File: src/rtl/spdif_stream_ctrl_pkg.sv
// Shared types and widths for the S/PDIF stream controller.
//   ctrl_state_t : controller state encoding (also driven onto state_out)
//   WATCHDOG_W   : width of the lock-loss watchdog counter
//   CNT_W        : width of the saturating overrun/underrun counters
//   CS_W         : number of channel-status bits qualified for display
//   sat_inc      : saturating increment for CNT_W-wide counters
package spdif_ctrl_pkg;

    localparam int unsigned WATCHDOG_W = 19;
    localparam int unsigned CNT_W      = 8;
    localparam int unsigned CS_W       = 32;

    typedef enum logic [2:0] {
        ST_IDLE    = 3'd0,
        ST_LOCK    = 3'd1,
        ST_PREFILL = 3'd2,
        ST_STREAM  = 3'd3,
        ST_FLUSH   = 3'd4
    } ctrl_state_t;

    function automatic logic [CNT_W-1:0] sat_inc(input logic [CNT_W-1:0] v);
        return (v == '1) ? v : v + 1'b1;
    endfunction

endpackage

File: src/rtl/spdif_stream_ctrl_toggle_sync.sv
// Toggle-to-pulse crossing from a slower clock domain into clk.
//   clk    : destination clock
//   rst    : synchronous active-high reset, clears all sync flops
//   tgl_in : level that toggles once per event in the source domain
//   req    : one-cycle pulse per toggle, valid in the cycle after the
//            second synchronizer stage captures the new level
module toggle_sync (
    input  logic clk,
    input  logic rst,
    input  logic tgl_in,
    output logic req
);

    logic sync1_q, sync1_d;
    logic sync2_q, sync2_d;
    logic edge_q,  edge_d;

    always_comb begin
        sync1_d = tgl_in;
        sync2_d = sync1_q;
        edge_d  = sync2_q;
    end

    always_ff @(posedge clk) begin
        if (rst) begin
            sync1_q <= 1'b0;
            sync2_q <= 1'b0;
            edge_q  <= 1'b0;
        end else begin
            sync1_q <= sync1_d;
            sync2_q <= sync2_d;
            edge_q  <= edge_d;
        end
    end

    // Either polarity of toggle is one event.
    assign req = sync2_q ^ edge_q;

endmodule

File: src/rtl/spdif_stream_ctrl.sv
// S/PDIF receive-to-retransmit sequencer.
// Gates decoded-sample writes into the sample FIFO, schedules FIFO reads
// against frame requests from the frame assembler, supervises link lock,
// prefill, underrun/overrun and flush, and qualifies the channel-status
// word for the display.
//   clk_60mhz, rst        : clock, synchronous active-high reset
//   sample_valid          : dismantler sample strobe
//   block_done/block_kill : end-of-block pulse and its error flag
//   channel_status        : 192 channel-status bits, valid with block_done
//   fifo_full/empty/prog_empty : sample FIFO flags
//   frame_req_tgl         : frame-request toggle from the 6.144 MHz domain
//   fifo_wr_en/rd_en/srst : FIFO controls
//   stream_active, state_out : status
//   cs_word, cs_valid     : qualified channel-status bits [31:0]
//   overrun_cnt, underrun_cnt : saturating error counters
//   lock_lost             : one-cycle pulse on forced flush
module spdif_stream_ctrl
    import spdif_ctrl_pkg::*;
#(
    parameter int unsigned LOCK_BLOCKS    = 2,
    parameter int unsigned TIMEOUT_CYCLES = 300000,
    parameter int unsigned FLUSH_CYCLES   = 4
) (
    input  logic             clk_60mhz,
    input  logic             rst,
    input  logic             sample_valid,
    input  logic             block_done,
    input  logic             block_kill,
    input  logic [191:0]     channel_status,
    input  logic             fifo_full,
    input  logic             fifo_empty,
    input  logic             fifo_prog_empty,
    input  logic             frame_req_tgl,
    output logic             fifo_wr_en,
    output logic             fifo_rd_en,
    output logic             fifo_srst,
    output logic             stream_active,
    output logic [2:0]       state_out,
    output logic [CS_W-1:0]  cs_word,
    output logic             cs_valid,
    output logic [CNT_W-1:0] overrun_cnt,
    output logic [CNT_W-1:0] underrun_cnt,
    output logic             lock_lost
);

    localparam logic [3:0]            LOCK_TGT   = 4'(LOCK_BLOCKS);
    localparam logic [3:0]            FLUSH_LAST = 4'(FLUSH_CYCLES - 1);
    localparam logic [WATCHDOG_W-1:0] WD_LAST    = WATCHDOG_W'(TIMEOUT_CYCLES - 1);

    ctrl_state_t           state_q, state_d;
    logic [3:0]            lock_cnt_q, lock_cnt_d;
    logic [3:0]            flush_cnt_q, flush_cnt_d;
    logic [WATCHDOG_W-1:0] wd_q, wd_d;
    logic                  rd_en_q, rd_en_d;
    logic                  lock_lost_q, lock_lost_d;
    logic [CS_W-1:0]       cs_prev_q, cs_prev_d;
    logic [CS_W-1:0]       cs_word_q, cs_word_d;
    logic                  cs_valid_q, cs_valid_d;
    logic [CNT_W-1:0]      ovr_q, ovr_d;
    logic [CNT_W-1:0]      und_q, und_d;

    logic req;
    logic good_blk;
    logic bad_blk;
    logic timeout;
    logic streaming;
    logic flush_entry;
    logic unused_cs_hi;

    toggle_sync u_req_sync (
        .clk    (clk_60mhz),
        .rst    (rst),
        .tgl_in (frame_req_tgl),
        .req    (req)
    );

    assign good_blk  = block_done && !block_kill;
    assign bad_blk   = block_done && block_kill;
    // A block arriving on the deadline cycle still proves the link is alive.
    assign timeout   = (wd_q == WD_LAST) && !block_done;
    assign streaming = (state_q == ST_PREFILL) || (state_q == ST_STREAM);
    assign unused_cs_hi = ^channel_status[191:CS_W];

    always_comb begin
        state_d     = state_q;
        lock_cnt_d  = lock_cnt_q;
        flush_cnt_d = flush_cnt_q;
        wd_d        = wd_q;
        rd_en_d     = 1'b0;
        lock_lost_d = 1'b0;
        cs_prev_d   = cs_prev_q;
        cs_word_d   = cs_word_q;
        cs_valid_d  = cs_valid_q;
        ovr_d       = ovr_q;
        und_d       = und_q;

        if ((state_q == ST_IDLE) || (state_q == ST_FLUSH) || block_done) begin
            wd_d = '0;
        end else begin
            wd_d = wd_q + 1'b1;
        end

        unique case (state_q)
            ST_IDLE: begin
                lock_cnt_d = '0;
                if (good_blk) begin
                    lock_cnt_d = 4'd1;
                    state_d    = (LOCK_BLOCKS == 1) ? ST_PREFILL : ST_LOCK;
                end
            end
            ST_LOCK: begin
                if (bad_blk) begin
                    lock_cnt_d = '0;
                    state_d    = ST_IDLE;
                end else if (good_blk) begin
                    lock_cnt_d = lock_cnt_q + 4'd1;
                    if (lock_cnt_q + 4'd1 == LOCK_TGT) begin
                        state_d = ST_PREFILL;
                    end
                end else if (timeout) begin
                    lock_cnt_d = '0;
                    state_d    = ST_IDLE;
                end
            end
            ST_PREFILL: begin
                if (bad_blk || timeout) begin
                    state_d = ST_FLUSH;
                end else if (!fifo_prog_empty) begin
                    state_d = ST_STREAM;
                end
            end
            ST_STREAM: begin
                // Lock loss wins over a coincident request; the request is dropped.
                if (bad_blk || timeout) begin
                    state_d = ST_FLUSH;
                end else if (req) begin
                    if (fifo_empty) begin
                        und_d   = sat_inc(und_q);
                        state_d = ST_PREFILL;
                    end else begin
                        rd_en_d = 1'b1;
                    end
                end
            end
            ST_FLUSH: begin
                if (flush_cnt_q == FLUSH_LAST) begin
                    flush_cnt_d = '0;
                    state_d     = ST_IDLE;
                end else begin
                    flush_cnt_d = flush_cnt_q + 4'd1;
                end
            end
            default: begin
                state_d = ST_IDLE;
            end
        endcase

        if (good_blk && (state_q != ST_FLUSH)) begin
            cs_prev_d = channel_status[CS_W-1:0];
            if (channel_status[CS_W-1:0] == cs_prev_q) begin
                cs_word_d  = channel_status[CS_W-1:0];
                cs_valid_d = 1'b1;
            end else begin
                cs_valid_d = 1'b0;
            end
        end

        flush_entry = (state_d == ST_FLUSH) && (state_q != ST_FLUSH);
        if (flush_entry) begin
            lock_lost_d = 1'b1;
            flush_cnt_d = '0;
            cs_valid_d  = 1'b0;
        end

        if (streaming && sample_valid && fifo_full) begin
            ovr_d = sat_inc(ovr_q);
        end
    end

    always_ff @(posedge clk_60mhz) begin
        if (rst) begin
            state_q     <= ST_IDLE;
            lock_cnt_q  <= '0;
            flush_cnt_q <= '0;
            wd_q        <= '0;
            rd_en_q     <= 1'b0;
            lock_lost_q <= 1'b0;
            cs_prev_q   <= '0;
            cs_word_q   <= '0;
            cs_valid_q  <= 1'b0;
            ovr_q       <= '0;
            und_q       <= '0;
        end else begin
            state_q     <= state_d;
            lock_cnt_q  <= lock_cnt_d;
            flush_cnt_q <= flush_cnt_d;
            wd_q        <= wd_d;
            rd_en_q     <= rd_en_d;
            lock_lost_q <= lock_lost_d;
            cs_prev_q   <= cs_prev_d;
            cs_word_q   <= cs_word_d;
            cs_valid_q  <= cs_valid_d;
            ovr_q       <= ovr_d;
            und_q       <= und_d;
        end
    end

    assign fifo_wr_en    = sample_valid && !fifo_full && streaming;
    assign fifo_rd_en    = rd_en_q;
    assign fifo_srst     = (state_q == ST_FLUSH);
    assign stream_active = (state_q == ST_STREAM);
    assign state_out     = state_q;
    assign cs_word       = cs_word_q;
    assign cs_valid      = cs_valid_q;
    assign overrun_cnt   = ovr_q;
    assign underrun_cnt  = und_q;
    assign lock_lost     = lock_lost_q;

endmodule

File: config.mk
export PLATFORM = sky130hd
export DESIGN_NAME = spdif_stream_ctrl
export DESIGN_NICKNAME = d
export VERILOG_FILES = /design/src/rtl/spdif_stream_ctrl_pkg.sv /design/src/rtl/spdif_stream_ctrl_toggle_sync.sv /design/src/rtl/spdif_stream_ctrl.sv
export SDC_FILE = /design/constraint.sdc
export NUM_CORES = 1
export LEC_CHECK = 0
export ABC_AREA = 1
export CORE_ASPECT_RATIO = 1.75
export CORE_UTILIZATION = 40
export CTS_CLUSTER_DIAMETER = 60
export DETAILED_ROUTE_END_ITERATION = 7
export DONT_BUFFER_PORTS = 1
export GPL_TIMING_DRIVEN = 0
export SETUP_SLACK_MARGIN = 0.1
export SLEW_MARGIN = 20
export SYNTH_ARGS = -nofsm -noshare
export SYNTH_HDL_FRONTEND = slang
export SYNTH_SLANG_ARGS = --single-unit
File: constraint.sdc
create_clock -name clk_60mhz -period 1.4 [get_ports clk_60mhz]
set_input_delay 0.21 -clock clk_60mhz [delete_from_list [all_inputs] [get_ports clk_60mhz]]
set_output_delay 0.21 -clock clk_60mhz [all_outputs]
set_load 0.02 [all_outputs]
==> flow_summary.html, run 1 <==
<table>
<tr><th>Metric</th><th>Value</th></tr>
<tr><th colspan="2">Synthesis</th></tr>
<tr><td>Sequential area share after synthesis</td><td>42.7%</td></tr>
<tr><td>Library cell occupying the most area in the post-synthesis netlist</td><td>sky130_fd_sc_hd__dfxtp_1</td></tr>
<tr><td>Post-synthesis instance area</td><td>0.00544 sq mm</td></tr>
<tr><td>Post-Synthesis Cells</td><td>728</td></tr>
<tr><td>Number of synthesized register bits</td><td>116</td></tr>
<tr><td>Dominant cells by area after synthesis</td><td>sky130_fd_sc_hd__dfxtp_1 (43%), sky130_fd_sc_hd__nand2_1 (8.2%), sky130_fd_sc_hd__xnor2_1 (6.4%)</td></tr>
<tr><td>Post-synthesis average cell area</td><td>7.47 sq um</td></tr>
<tr><td>Number of different library cells in the post-synthesis netlist</td><td>33</td></tr>
<tr><td>Net count after synthesis</td><td>935</td></tr>
<tr><td>Area share of the leading cell type in the synthesized netlist</td><td>42.7%</td></tr>
<tr><td>Number of warnings reported in the yosys synthesis log</td><td>0</td></tr>
<tr><th colspan="2">Clock tree</th></tr>
<tr><td>Num Clock Sinks</td><td>116</td></tr>
<tr><td>Number of buffers between clock root and the deepest sink</td><td>2</td></tr>
<tr><td>CTS H-tree depth</td><td>4</td></tr>
<tr><td>Latest clock arrival within the worst-skew pair</td><td>0.41 ns</td></tr>
<tr><td>Clock tree from TritonCTS</td><td>done</td></tr>
<tr><td>CTS clk-pin slew, worst paths</td><td>0.06 ns</td></tr>
<tr><td>Total CTS buffers</td><td>17</td></tr>
<tr><td>Clock tree root buffer cell</td><td>sky130_fd_sc_hd__clkbuf_16</td></tr>
<tr><th colspan="2">Timing</th></tr>
<tr><td>Count of final max-slew check failures</td><td>0</td></tr>
<tr><td>Highest attainable clock frequency</td><td>579 MHz</td></tr>
<tr><td>Skew final</td><td>0.0139 ns</td></tr>
<tr><td>Hold slack final</td><td>0.0314 ns</td></tr>
<tr><td>Remaining max-slew budget at the tightest pin</td><td>52.7%</td></tr>
<tr><td>Final count of negative-setup-slack endpoints</td><td>73</td></tr>
<tr><td>Min Tclk post-route</td><td>1.73 ns</td></tr>
<tr><td>Final-report hold violation count</td><td>0</td></tr>
<tr><td>Setup TNS</td><td>-15.14 ns</td></tr>
<tr><td>Slew at the pin closest to its max-slew limit</td><td>0.709 ns</td></tr>
<tr><td>Final worst slack</td><td>-0.327 ns</td></tr>
<tr><td>Setup repair after global routing missed its margin</td><td>yes</td></tr>
<tr><td>Fin crit share</td><td>123%</td></tr>
<tr><th colspan="2">Detailed routing</th></tr>
<tr><td>First-pass detailed-route iteration total</td><td>4</td></tr>
<tr><td>Total wire length after detailed routing</td><td>16.1 mm</td></tr>
<tr><td>Drt initial violations</td><td>196</td></tr>
<tr><td>Via count normalized by instance count</td><td>5.18</td></tr>
<tr><td>DRC errors left</td><td>0</td></tr>
<tr><td>Routed length per instance</td><td>16.1 um</td></tr>
<tr><td>Antenna Violating Nets Remaining</td><td>0</td></tr>
<tr><td>Vias</td><td>5172</td></tr>
<tr><th colspan="2">Global routing</th></tr>
<tr><td>Via count of the first global-routing pass</td><td>5164</td></tr>
<tr><td>Total GRT Usage</td><td>22.0%</td></tr>
<tr><td>Maximum number of pins on one net before global-route repair</td><td>17</td></tr>
<tr><td>Initial antenna violation count</td><td>0</td></tr>
<tr><td>First-pass GRT wire length</td><td>24.5 mm</td></tr>
<tr><td>GRT overflow</td><td>0</td></tr>
<tr><th colspan="2">Die</th></tr>
<tr><td>Chip height</td><td>156 um</td></tr>
<tr><td>Horizontal die dimension</td><td>90.1 um</td></tr>
<tr><td>Cell Rows</td><td>56</td></tr>
<tr><td>Num ports</td><td>258</td></tr>
<tr><td>Starting Density</td><td>40.8%</td></tr>
<tr><td>Full die area</td><td>0.0141 sq mm</td></tr>
<tr><td>Core area</td><td>0.0133 sq mm</td></tr>
<tr><th colspan="2">Worst hold path</th></tr>
<tr><td>Min-delay worst type</td><td>in -&gt; reg</td></tr>
<tr><th colspan="2">Placement</th></tr>
<tr><td>Post-DP HPWL</td><td>10.4 mm</td></tr>
<tr><td>Routability Congestion</td><td>0.810</td></tr>
<tr><td>Post-placement cell area</td><td>0.00585 sq mm</td></tr>
<tr><td>Port Buffers</td><td>0</td></tr>
<tr><td>Worst slack after detailed placement</td><td>-0.515 ns</td></tr>
<tr><th colspan="2">Finish</th></tr>
<tr><td>Synth-to-Final Area Change</td><td>40.9%</td></tr>
<tr><td>Share of final-layout standard cells stronger than drive strength 1</td><td>29.1%</td></tr>
<tr><td>Diodes inserted</td><td>0</td></tr>
<tr><td>Total non-filler cell area in the finished layout</td><td>0.00766 sq mm</td></tr>
<tr><td>Most common cell after layout, fill and taps aside</td><td>sky130_fd_sc_hd__nand2_1</td></tr>
<tr><td>Most frequent cells in the layout</td><td>sky130_fd_sc_hd__nand2_1 (101), sky130_fd_sc_hd__dfxtp_1 (88), sky130_fd_sc_hd__nor2_1 (70)</td></tr>
<tr><td>Layout net count</td><td>1019</td></tr>
<tr><th colspan="2">Pwr</th></tr>
<tr><td>Worst VDD drop</td><td>0.768 mV</td></tr>
<tr><td>PwrDens</td><td>1070 mW/mm^2</td></tr>
<tr><td>Pleak</td><td>3.14 nW</td></tr>
<tr><th colspan="2">Run status</th></tr>
<tr><td>Failing checks</td><td>setup timing</td></tr>
<tr><td>Result of the run</td><td>complete, but fails checks</td></tr>
<tr><th colspan="2">Setup path</th></tr>
<tr><td>Crit. End Element</td><td>flip-flop</td></tr>
<tr><td>Data arrival time of the critical path</td><td>2.08 ns</td></tr>
<tr><td>Required time at the endpoint of the critical path</td><td>1.75 ns</td></tr>
<tr><td>Critical path class</td><td>reg -&gt; reg</td></tr>
<tr><td>Startpoint type of the worst setup path</td><td>flip-flop</td></tr>
<tr><td>Peak fanout along the critical path</td><td>6</td></tr>
<tr><th colspan="2">Run</th></tr>
<tr><td>Max-capacitance violation count</td><td>0</td></tr>
</table>
cell usage after synthesis, drive strengths merged:
cell	n
buf	8
a21oi	67
o21ai	49
nand4	38
clkinv	1
xnor2	40
nor2	89
dfxtp	116
inv	79
nand3	28
nor2b	32
mux2i	1
clkbuf	21
nand3b	1
xor2	9
o31ai	1
and3	1
a31oi	1
nor3	12
nor4	4
nand2	123
and2	1
ha	6
area by class of cell:
| class | instances | area (sq um) |
|---|---|---|
| Fill cell | 1182 | 5660 |
| Multi-Input combinational cell | 506 | 3340 |
| Sequential cell | 116 | 2390 |
| Timing Repair Buffer | 62 | 609 |
| Clock buffer | 18 | 439 |
| Inverter | 80 | 328 |
| Tap cell | 174 | 218 |
| Buffer | 29 | 208 |
| Clock inverter | 14 | 124 |
report_power, final:
part           switching (mW)  total (mW)  internal (mW)
registers              0.0607        3.41           3.35
clock network            1.65        4.15           2.50
logic                   0.326       0.596          0.271
total                    2.03        8.16           6.12
sequential cells by signal, indices dropped and copies added, names as in the netlist:
| register | flops |
|---|---|
| u_req_sync.sync1_q | 1 |
| fifo_rd_en | 1 |
| lock_lost | 1 |
| u_req_sync.edge_q | 1 |
| overrun_cnt | 8 |
| cs_word | 32 |
| cs_prev_q | 32 |
| state_out | 3 |
| wd_q | 19 |
| underrun_cnt | 8 |
| u_req_sync.edge_d | 1 |
| flush_cnt_q | 4 |
| lock_cnt_q | 4 |
| cs_valid | 1 |
through the flow:
stage / util (%) / std cells / total power, mW
floorplan: - / 728 / 3.79
detailed placement: 44.0 / 902 / 3.89
finish: 57.5 / 999 / 8.16
global placement: 44.0 / 902 / 3.87
CTS: 53.8 / 983 / 8.17
global route: 57.5 / 999 / 8.43
layer usage:
metal  part of all wire (%)  track usage, %  routed length, um
met1                     38            22.6               6200
met2                     53            39.5               8470
met3                    6.4            8.14               1030
met4                    2.5            9.83                403
met5                      0               0                  0
critical path: stages (launching register included):
cell and delay [ns]:
sky130_fd_sc_hd__dfxtp_1 0.39, sky130_fd_sc_hd__xnor2_2 0.16, sky130_fd_sc_hd__nand4_1 0.21, sky130_fd_sc_hd__nor2_4 0.28, sky130_fd_sc_hd__nand3_2 0.21, sky130_fd_sc_hd__buf_6 0.19, sky130_fd_sc_hd__nor2b_4 0.12, sky130_fd_sc_hd__nor2_1 0.10
what timing repair did:
action | in CTS | in global routing
setup endpoints to repair | 114 | 116
pin swaps | 23 | 22
hold buffers | 34 | 0
gates cloned | 2 | 5
buffers inserted | 13 | 12
endpoints found under the hold margin | 34 | 0
resized for setup | 110 | 106
kinds of logic (layout without fill, tap and decap cells):
group / Yosys count / count (layout) / synth area share [%]
XOR/XNOR: 49 / 49 / 7.90
buffers and inverters: 109 / 203 / 8.01
adder cells (fa/ha/maj): 6 / 6 / 1.38
multiplexers: 1 / 1 / 0.184
AND/OR/NAND/NOR: 329 / 332 / 28.9
AO/OA/AOI/OAI: 118 / 118 / 10.9
flip-flops: 116 / 116 / 42.7
worst paths after layout:
path / end / slack [ns] / cells after the start / start
setup / recovery: cs_word[13]$_SDFFE_PP0P_ / -0.33 / 7 / cs_prev_q[11]$_SDFFE_PP0P_
hold / removal: wd_q[3]$_SDFF_PP0_ / 0.03 / 3 / block_done
setup reg to reg: cs_word[13]$_SDFFE_PP0P_ / -0.33 / 7 / cs_prev_q[11]$_SDFFE_PP0P_
hold reg to reg: u_req_sync.edge_d$_SDFF_PP0_ / 0.41 / 2 / u_req_sync.sync1_q$_SDFF_PP0_
(Power assumes the default switching activity.)
==> inputs of run 2 (changes only) <==
- CORE_MARGIN: default -> 2
- SKIP_LAST_GASP: default -> 1
==> flow_summary.html, run 2 (synthesized netlist as in run 1, its figures left out) <==
<table>
<tr><th>Metric</th><th>Value</th></tr>
<tr><th colspan="2">Run status</th></tr>
<tr><td>Result of the run</td><td>complete, but fails checks</td></tr>
<tr><td>Failing checks</td><td>setup timing</td></tr>
<tr><th colspan="2">Global routing</th></tr>
<tr><td>Initial antenna violation count</td><td>0 (unchanged)</td></tr>
<tr><td>Via count of the first global-routing pass</td><td>5270 (+2.1%)</td></tr>
<tr><td>Maximum number of pins on one net before global-route repair</td><td>17 (unchanged)</td></tr>
<tr><td>First-pass GRT wire length</td><td>25.0 mm (+2.4%)</td></tr>
<tr><td>Total GRT Usage</td><td>21.6% (-0.33 points)</td></tr>
<tr><td>GRT overflow</td><td>0 (unchanged)</td></tr>
<tr><th colspan="2">Timing</th></tr>
<tr><td>Setup repair after global routing missed its margin</td><td>yes</td></tr>
<tr><td>Min Tclk post-route</td><td>1.67 ns (-0.0590 ns)</td></tr>
<tr><td>Final worst slack</td><td>-0.268 ns (+0.0590 ns)</td></tr>
<tr><td>Skew final</td><td>0.00703 ns (-0.00686 ns)</td></tr>
<tr><td>Fin crit share</td><td>119% (-4.2 points)</td></tr>
<tr><td>Remaining max-slew budget at the tightest pin</td><td>41.7% (-11 points)</td></tr>
<tr><td>Setup TNS</td><td>-19.52 ns (-4.38 ns)</td></tr>
<tr><td>Final-report hold violation count</td><td>0 (unchanged)</td></tr>
<tr><td>Final count of negative-setup-slack endpoints</td><td>100 (+37%)</td></tr>
<tr><td>Slew at the pin closest to its max-slew limit</td><td>0.874 ns (+0.165 ns)</td></tr>
<tr><td>Highest attainable clock frequency</td><td>600 MHz (+3.5%)</td></tr>
<tr><td>Count of final max-slew check failures</td><td>0 (unchanged)</td></tr>
<tr><th colspan="2">Finish</th></tr>
<tr><td>Most frequent cells in the layout</td><td>sky130_fd_sc_hd__nand2_1 (98), sky130_fd_sc_hd__dfxtp_1 (82), sky130_fd_sc_hd__inv_1 (68)</td></tr>
<tr><td>Synth-to-Final Area Change</td><td>46.8%</td></tr>
<tr><td>Total non-filler cell area in the finished layout</td><td>0.00798 sq mm (+4.2%)</td></tr>
<tr><td>Layout net count</td><td>1030 (+1.1%)</td></tr>
<tr><td>Diodes inserted</td><td>0 (unchanged)</td></tr>
<tr><td>Share of final-layout standard cells stronger than drive strength 1</td><td>34.7% (+5.6 points)</td></tr>
<tr><td>Most common cell after layout, fill and taps aside</td><td>sky130_fd_sc_hd__nand2_1</td></tr>
<tr><th colspan="2">Setup path</th></tr>
<tr><td>Crit. End Element</td><td>flip-flop</td></tr>
<tr><td>Required time at the endpoint of the critical path</td><td>1.74 ns (about the same)</td></tr>
<tr><td>R2R depth</td><td>10 (+3)</td></tr>
<tr><td>Slowest CP cell</td><td>sky130_fd_sc_hd__dfxtp_4</td></tr>
<tr><td>Startpoint type of the worst setup path</td><td>flip-flop</td></tr>
<tr><td>Crit-path cells</td><td>nor2_4 &gt; nand2_4 &gt; nand2_8 &gt; nor2_4 &gt; nand2_4 &gt; nor2_8 &gt; nand3_4 &gt; buf_6 &gt; nor2b_1 &gt; nor2_1</td></tr>
<tr><td>CP peak stage delay</td><td>0.43 ns (+0.04 ns)</td></tr>
<tr><td>Data arrival time of the critical path</td><td>2.01 ns (-0.07 ns)</td></tr>
<tr><td>Register-to-register setup slack</td><td>-0.27 ns (+0.06 ns)</td></tr>
<tr><td>Critical path class</td><td>reg -&gt; reg</td></tr>
<tr><td>Endpoint of the lowest-slack register-to-register path</td><td>cs_word[27]$_SDFFE_PP0P_</td></tr>
<tr><td>Peak fanout along the critical path</td><td>6 (unchanged)</td></tr>
<tr><td>Reg-to-reg critical path startpoint</td><td>state_out[0]$_SDFF_PP0_</td></tr>
<tr><th colspan="2">Worst hold path</th></tr>
<tr><td>Hold Path Origin</td><td>channel_status[25]</td></tr>
<tr><td>Worst hold stages</td><td>2 (-1)</td></tr>
<tr><td>Min-delay worst type</td><td>in -&gt; reg</td></tr>
<tr><td>Hold Path End</td><td>cs_prev_q[25]$_SDFFE_PP0P_</td></tr>
<tr><th colspan="2">Detailed routing</th></tr>
<tr><td>Antenna Violating Nets Remaining</td><td>0 (unchanged)</td></tr>
<tr><td>Total length of routed met3 wires</td><td>1.11 mm (+8.4%)</td></tr>
<tr><td>First-pass detailed-route iteration total</td><td>4 (unchanged)</td></tr>
<tr><td>Topmost layer with routed signal wires</td><td>met4</td></tr>
<tr><td>Met2 WL</td><td>8.96 mm (+5.7%)</td></tr>
<tr><td>DRC errors left</td><td>0 (unchanged)</td></tr>
<tr><td>Via count normalized by instance count</td><td>5.13 (-0.86%)</td></tr>
<tr><td>Routed length per instance</td><td>16.3 um (+0.83%)</td></tr>
<tr><td>Drt initial violations</td><td>166 (-15%)</td></tr>
<tr><td>Vias</td><td>5184 (+0.23%)</td></tr>
<tr><td>WL met1</td><td>6.08 mm (-1.9%)</td></tr>
<tr><td>Total wire length after detailed routing</td><td>16.4 mm (+1.9%)</td></tr>
<tr><th colspan="2">Clock tree</th></tr>
<tr><td>CTS clk-pin slew, worst paths</td><td>0.06 ns (about the same)</td></tr>
<tr><td>Number of buffers between clock root and the deepest sink</td><td>2 (unchanged)</td></tr>
<tr><td>Clock tree root buffer cell</td><td>sky130_fd_sc_hd__clkbuf_16</td></tr>
<tr><td>CTS H-tree depth</td><td>4 (unchanged)</td></tr>
<tr><td>Num Clock Sinks</td><td>116 (unchanged)</td></tr>
<tr><td>Latest clock arrival within the worst-skew pair</td><td>0.40 ns (about the same)</td></tr>
<tr><td>Total CTS buffers</td><td>17 (unchanged)</td></tr>
<tr><td>Clock tree from TritonCTS</td><td>done</td></tr>
<tr><th colspan="2">Placement</th></tr>
<tr><td>Routability Congestion</td><td>0.831 (+2.6%)</td></tr>
<tr><td>Post-placement cell area</td><td>0.00585 sq mm (unchanged)</td></tr>
<tr><td>Post-DP HPWL</td><td>10.4 mm (+0.54%)</td></tr>
<tr><td>Port Buffers</td><td>0 (unchanged)</td></tr>
<tr><th colspan="2">Die</th></tr>
<tr><td>Starting Density</td><td>40.8% (unchanged)</td></tr>
<tr><td>Cell Rows</td><td>56 (unchanged)</td></tr>
<tr><td>Chip height</td><td>158 um (+1.3%)</td></tr>
<tr><td>Num ports</td><td>258 (unchanged)</td></tr>
<tr><td>Core area</td><td>0.0133 sq mm (unchanged)</td></tr>
<tr><td>Horizontal die dimension</td><td>92.1 um (+2.2%)</td></tr>
<tr><td>Full die area</td><td>0.0146 sq mm (+3.5%)</td></tr>
<tr><th colspan="2">Pwr</th></tr>
<tr><td>Pleak</td><td>3.20 nW (+1.8%)</td></tr>
<tr><td>PwrDens</td><td>1000 mW/mm^2 (-5.7%)</td></tr>
<tr><td>Worst VDD drop</td><td>0.719 mV (-6.3%)</td></tr>
<tr><th colspan="2">Run</th></tr>
<tr><td>Max-capacitance violation count</td><td>0 (unchanged)</td></tr>
</table>
## run 2: worst max path at each step
stage,from,to,depth (start not counted)
floorplan,state_out[1]$_SDFF_PP0_,underrun_cnt[0]$_SDFFE_PP0P_,9
global placement,rst,wd_q[17]$_SDFF_PP0_,5
detailed placement,rst,wd_q[17]$_SDFF_PP0_,5
CTS,state_out[0]$_SDFF_PP0_,cs_word[5]$_SDFFE_PP0P_,10
global route,cs_prev_q[9]$_SDFFE_PP0P_,cs_word[23]$_SDFFE_PP0P_,9
finish,state_out[0]$_SDFF_PP0_,cs_word[27]$_SDFFE_PP0P_,10
## run 2: critical path: cells and delay by family, from the launching register on
kind          cells  cell delay (ns)
flops             1             0.43
buf+inv           1             0.18
simple gates      9             0.98
## run 2: report_power, final
part           internal, mW  switching (mW)
registers              3.36          0.0743
clock network          2.35            1.55
logic                 0.324           0.360
## run 2: stage by stage
step                      setup slack (ns)  hold slack [ns]  total power, mW  instances  util [%]
after floorplan                    -0.0720            0.289             3.79        728         -
after CTS                           -0.231         0.000912             7.95        987      54.4
final                               -0.268          0.00817             8.01       1010      59.9
after global placement              -0.491            0.320             3.87        902      44.0
after global routing                -0.390          0.00965             8.28       1010      59.9
after detailed placement            -0.519            0.321             3.89        902      44.0
## run 2: what timing repair did
item | in CTS | in global routing
hold buffers | 32 | 0
hold endpoints to repair | 32 | 0
gates cloned | 4 | 5
pin swaps | 21 | 26
gates resized for setup | 130 | 161
setup endpoints to repair | 114 | 115
setup buffers | 17 | 19
## run 2: area by class of cell
| cell class | instances | area, sq um |
|---|---|---|
| Sequential cell | 116 | 2400 |
| Clock buffer | 19 | 454 |
| Tap cell | 174 | 218 |
| Clock inverter | 13 | 85.1 |
| Fill cell | 1161 | 5340 |
| Inverter | 80 | 329 |
| Buffer | 29 | 248 |
| Timing Repair Buffer | 73 | 724 |
| Multi-Input combinational cell | 506 | 3520 |
## run 2: layer usage
layer	track usage (%)	up-vias
li1	-	2562
met1	22.6	2455
met2	39.7	144
met3	7.43	23
met4	8.24	0
met5	0	-
==> inputs of run 3 (changes only) <==
- PLACE_DENSITY: default -> 0.68
==> flow_summary.html, run 3 (synthesized netlist as in run 1, its figures left out) <==
<table>
<tr><th>Metric</th><th>Value</th></tr>
<tr><th colspan="2">Placement</th></tr>
<tr><td>Post-DP HPWL</td><td>10.1 mm (-2.9%)</td></tr>
<tr><td>Routability Congestion</td><td>0.836 (+0.64%)</td></tr>
<tr><td>Port Buffers</td><td>0 (unchanged)</td></tr>
<tr><td>Worst slack after detailed placement</td><td>-0.488 ns (+0.0309 ns)</td></tr>
<tr><th colspan="2">Detailed routing</th></tr>
<tr><td>DRC errors left</td><td>0 (unchanged)</td></tr>
<tr><td>Via count normalized by instance count</td><td>5.13 (-0.10%)</td></tr>
<tr><td>First-pass detailed-route iteration total</td><td>4 (unchanged)</td></tr>
<tr><td>Drt initial violations</td><td>184 (+11%)</td></tr>
<tr><td>Vias</td><td>5194 (+0.19%)</td></tr>
<tr><td>Routed length per instance</td><td>16.1 um (-0.98%)</td></tr>
<tr><td>Antenna Violating Nets Remaining</td><td>0 (unchanged)</td></tr>
<tr><td>Total wire length after detailed routing</td><td>16.3 mm (-0.69%)</td></tr>
<tr><th colspan="2">Finish</th></tr>
<tr><td>Share of final-layout standard cells stronger than drive strength 1</td><td>33.0% (-1.7 points)</td></tr>
<tr><td>Diodes inserted</td><td>0 (unchanged)</td></tr>
<tr><td>Most frequent cells in the layout</td><td>sky130_fd_sc_hd__nand2_1 (99), sky130_fd_sc_hd__dfxtp_1 (81), sky130_fd_sc_hd__inv_1 (67)</td></tr>
<tr><td>Most common cell after layout, fill and taps aside</td><td>sky130_fd_sc_hd__nand2_1</td></tr>
<tr><td>Layout net count</td><td>1033 (+0.29%)</td></tr>
<tr><td>Synth-to-Final Area Change</td><td>46.1%</td></tr>
<tr><th colspan="2">Clock tree</th></tr>
<tr><td>Latest clock arrival within the worst-skew pair</td><td>0.42 ns (+0.02 ns)</td></tr>
<tr><td>Clock tree from TritonCTS</td><td>done</td></tr>
<tr><td>CTS H-tree depth</td><td>4 (unchanged)</td></tr>
<tr><td>Number of buffers between clock root and the deepest sink</td><td>2 (unchanged)</td></tr>
<tr><td>Num Clock Sinks</td><td>116 (unchanged)</td></tr>
<tr><td>Clock tree root buffer cell</td><td>sky130_fd_sc_hd__clkbuf_16</td></tr>
<tr><td>Total CTS buffers</td><td>17 (unchanged)</td></tr>
<tr><td>CTS clk-pin slew, worst paths</td><td>0.06 ns (about the same)</td></tr>
<tr><th colspan="2">Pwr</th></tr>
<tr><td>Combinational group share of total power</td><td>8.0% (-0.5 points)</td></tr>
<tr><td>PwrDens</td><td>1030 mW/mm^2 (+2.5%)</td></tr>
<tr><td>Sequential share of power</td><td>41.9% (-0.9 points)</td></tr>
<tr><td>Internal portion of total power</td><td>6.12 mW (+1.5%)</td></tr>
<tr><td>Worst VDD drop</td><td>0.767 mV (+6.7%)</td></tr>
<tr><td>Pleak</td><td>3.18 nW (-0.50%)</td></tr>
<tr><td>Switching Fraction</td><td>25.2% (+0.44 points)</td></tr>
<tr><td>Sw power</td><td>2.06 mW (+3.9%)</td></tr>
<tr><td>Clock power share</td><td>50.1% (+1.5 points)</td></tr>
<tr><th colspan="2">Die</th></tr>
<tr><td>Cell Rows</td><td>56 (unchanged)</td></tr>
<tr><td>Chip height</td><td>158 um (unchanged)</td></tr>
<tr><td>Full die area</td><td>0.0146 sq mm (unchanged)</td></tr>
<tr><td>Horizontal die dimension</td><td>92.1 um (unchanged)</td></tr>
<tr><td>Core area</td><td>0.0133 sq mm (unchanged)</td></tr>
<tr><td>Num ports</td><td>258 (unchanged)</td></tr>
<tr><td>Starting Density</td><td>40.8% (unchanged)</td></tr>
<tr><th colspan="2">Setup path</th></tr>
<tr><td>Crit. End Element</td><td>flip-flop</td></tr>
<tr><td>Crit-path cells</td><td>inv_1 &gt; nand2_1 &gt; nand3_1 &gt; nor2_1 &gt; nand2_1 &gt; nor2_4 &gt; nand3_4 &gt; buf_2 &gt; nor2b_1 &gt; nor2_1</td></tr>
<tr><td>Slowest CP cell</td><td>sky130_fd_sc_hd__dfxtp_1</td></tr>
<tr><td>Startpoint type of the worst setup path</td><td>flip-flop</td></tr>
<tr><td>Family of cells with the greatest summed delay on the critical path</td><td>simple AND/OR/NAND/NOR gates</td></tr>
<tr><td>Critical path class</td><td>reg -&gt; reg</td></tr>
<tr><td>Count of buffer and inverter cells on the critical path</td><td>2 (+1)</td></tr>
<tr><td>CP peak stage delay</td><td>0.34 ns (-0.09 ns)</td></tr>
<tr><td>Peak fanout along the critical path</td><td>6 (unchanged)</td></tr>
<tr><td>Data arrival time of the critical path</td><td>2.12 ns (+0.11 ns)</td></tr>
<tr><td>Required time at the endpoint of the critical path</td><td>1.76 ns (+0.02 ns)</td></tr>
<tr><th colspan="2">Run status</th></tr>
<tr><td>Failing checks</td><td>setup timing</td></tr>
<tr><td>Result of the run</td><td>complete, but fails checks</td></tr>
<tr><th colspan="2">Global routing</th></tr>
<tr><td>Via count of the first global-routing pass</td><td>5085 (-3.5%)</td></tr>
<tr><td>Initial antenna violation count</td><td>0 (unchanged)</td></tr>
<tr><td>Maximum number of pins on one net before global-route repair</td><td>17 (unchanged)</td></tr>
<tr><td>GRT overflow</td><td>0 (unchanged)</td></tr>
<tr><td>Total GRT Usage</td><td>20.8% (-0.85 points)</td></tr>
<tr><td>First-pass GRT wire length</td><td>23.8 mm (-4.8%)</td></tr>
<tr><th colspan="2">Worst hold path</th></tr>
<tr><td>Min-delay worst type</td><td>in -&gt; reg</td></tr>
<tr><th colspan="2">Timing</th></tr>
<tr><td>Slew at the pin closest to its max-slew limit</td><td>0.711 ns (-0.164 ns)</td></tr>
<tr><td>Highest attainable clock frequency</td><td>567 MHz (-5.5%)</td></tr>
<tr><td>Final count of negative-setup-slack endpoints</td><td>98 (-2.0%)</td></tr>
<tr><td>Setup repair after global routing missed its margin</td><td>yes</td></tr>
<tr><td>Min Tclk post-route</td><td>1.76 ns (+0.0967 ns)</td></tr>
<tr><td>Remaining max-slew budget at the tightest pin</td><td>52.6% (+11 points)</td></tr>
<tr><td>Hold slack final</td><td>0.0162 ns (+0.00806 ns)</td></tr>
<tr><td>Fin crit share</td><td>126% (+6.9 points)</td></tr>
<tr><td>Count of final max-slew check failures</td><td>0 (unchanged)</td></tr>
<tr><td>Final-report hold violation count</td><td>0 (unchanged)</td></tr>
<tr><td>Skew final</td><td>0.00907 ns (+0.00205 ns)</td></tr>
<tr><td>Final worst slack</td><td>-0.364 ns (-0.0967 ns)</td></tr>
<tr><th colspan="2">Run</th></tr>
<tr><td>Max-capacitance violation count</td><td>0 (unchanged)</td></tr>
</table>
run 3: changes by cell type in the layout (fill, tap and decap cells not counted), sizes merged:
| cell | delta |
|---|---|
| bufinv | +1 |
| inv | +3 |
| dlygate4sd3 | +1 |
| clkinv | -3 |
| clkbuf | +2 |
| clkinvlp | +1 |
| buf | -2 |
run 3: path summary, 6_finish.rpt:
kind                                  from                           end  slack, ns  cells past startpoint
max             cs_prev_q[13]$_SDFFE_PP0P_      cs_word[22]$_SDFFE_PP0P_      -0.36                     10
min                     channel_status[13]    cs_prev_q[13]$_SDFFE_PP0P_       0.02                      2
max reg2reg     cs_prev_q[13]$_SDFFE_PP0P_      cs_word[22]$_SDFFE_PP0P_      -0.36                     10
min reg2reg  u_req_sync.sync1_q$_SDFF_PP0_  u_req_sync.edge_d$_SDFF_PP0_       0.40                      2
run 3: through the flow:
stage | power, mW | setup TNS [ns] | area, sq um | std cells | utilization, %
3_5_place_dp | 3.89 | -25.69 | 5850 | 902 | 44.0
4_1_cts | 8.10 | -14.76 | 7350 | 999 | 55.2
2_1_floorplan | 3.79 | -0.298 | 5630 | 728 | -
5_1_grt | 8.42 | -30.13 | 7940 | 1013 | 59.7
6_report | 8.17 | -23.02 | 7940 | 1013 | 59.7
3_3_place_gp | 3.88 | -24.29 | 5850 | 902 | 44.0
run 3: area by class of cell:
class                           count  area [sq um]
Clock inverter                     15           131
Timing Repair Buffer               76           801
Buffer                             29           229
Sequential cell                   116          2390
Clock buffer                       17           425
Multi-Input combinational cell    506          3410
Inverter                           80           333
Fill cell                        1128          5370
Tap cell                          174           218
run 3: what timing repair did:
action / CTS / global route
endpoints found under the hold margin: 33 / 0
hold buffers: 33 / 0
pin swaps: 33 / 34
gates resized for setup: 118 / 141
gates cloned: 5 / 4
buffers inserted: 27 / 13
setup endpoints to repair: 114 / 116
run 3: routing by layer:
layer	part of all wire (%)	routed length, um	GRT usage, %
met5	0	0	0
met4	2.8	452	9.88
met3	5.5	893	5.95
met2	55	8900	38.7
met1	37	6050	21.2
run 3: power by group through the flow:
stage                     Clock [mW]  Sequential, mW  Combinational [mW]
after floorplan                    0            3.47               0.317
after global placement             0            3.48               0.400
after CTS                       4.13            3.41               0.555
after detailed placement           0            3.48               0.406
after global routing            4.29            3.43               0.701
final                           4.10            3.42               0.653
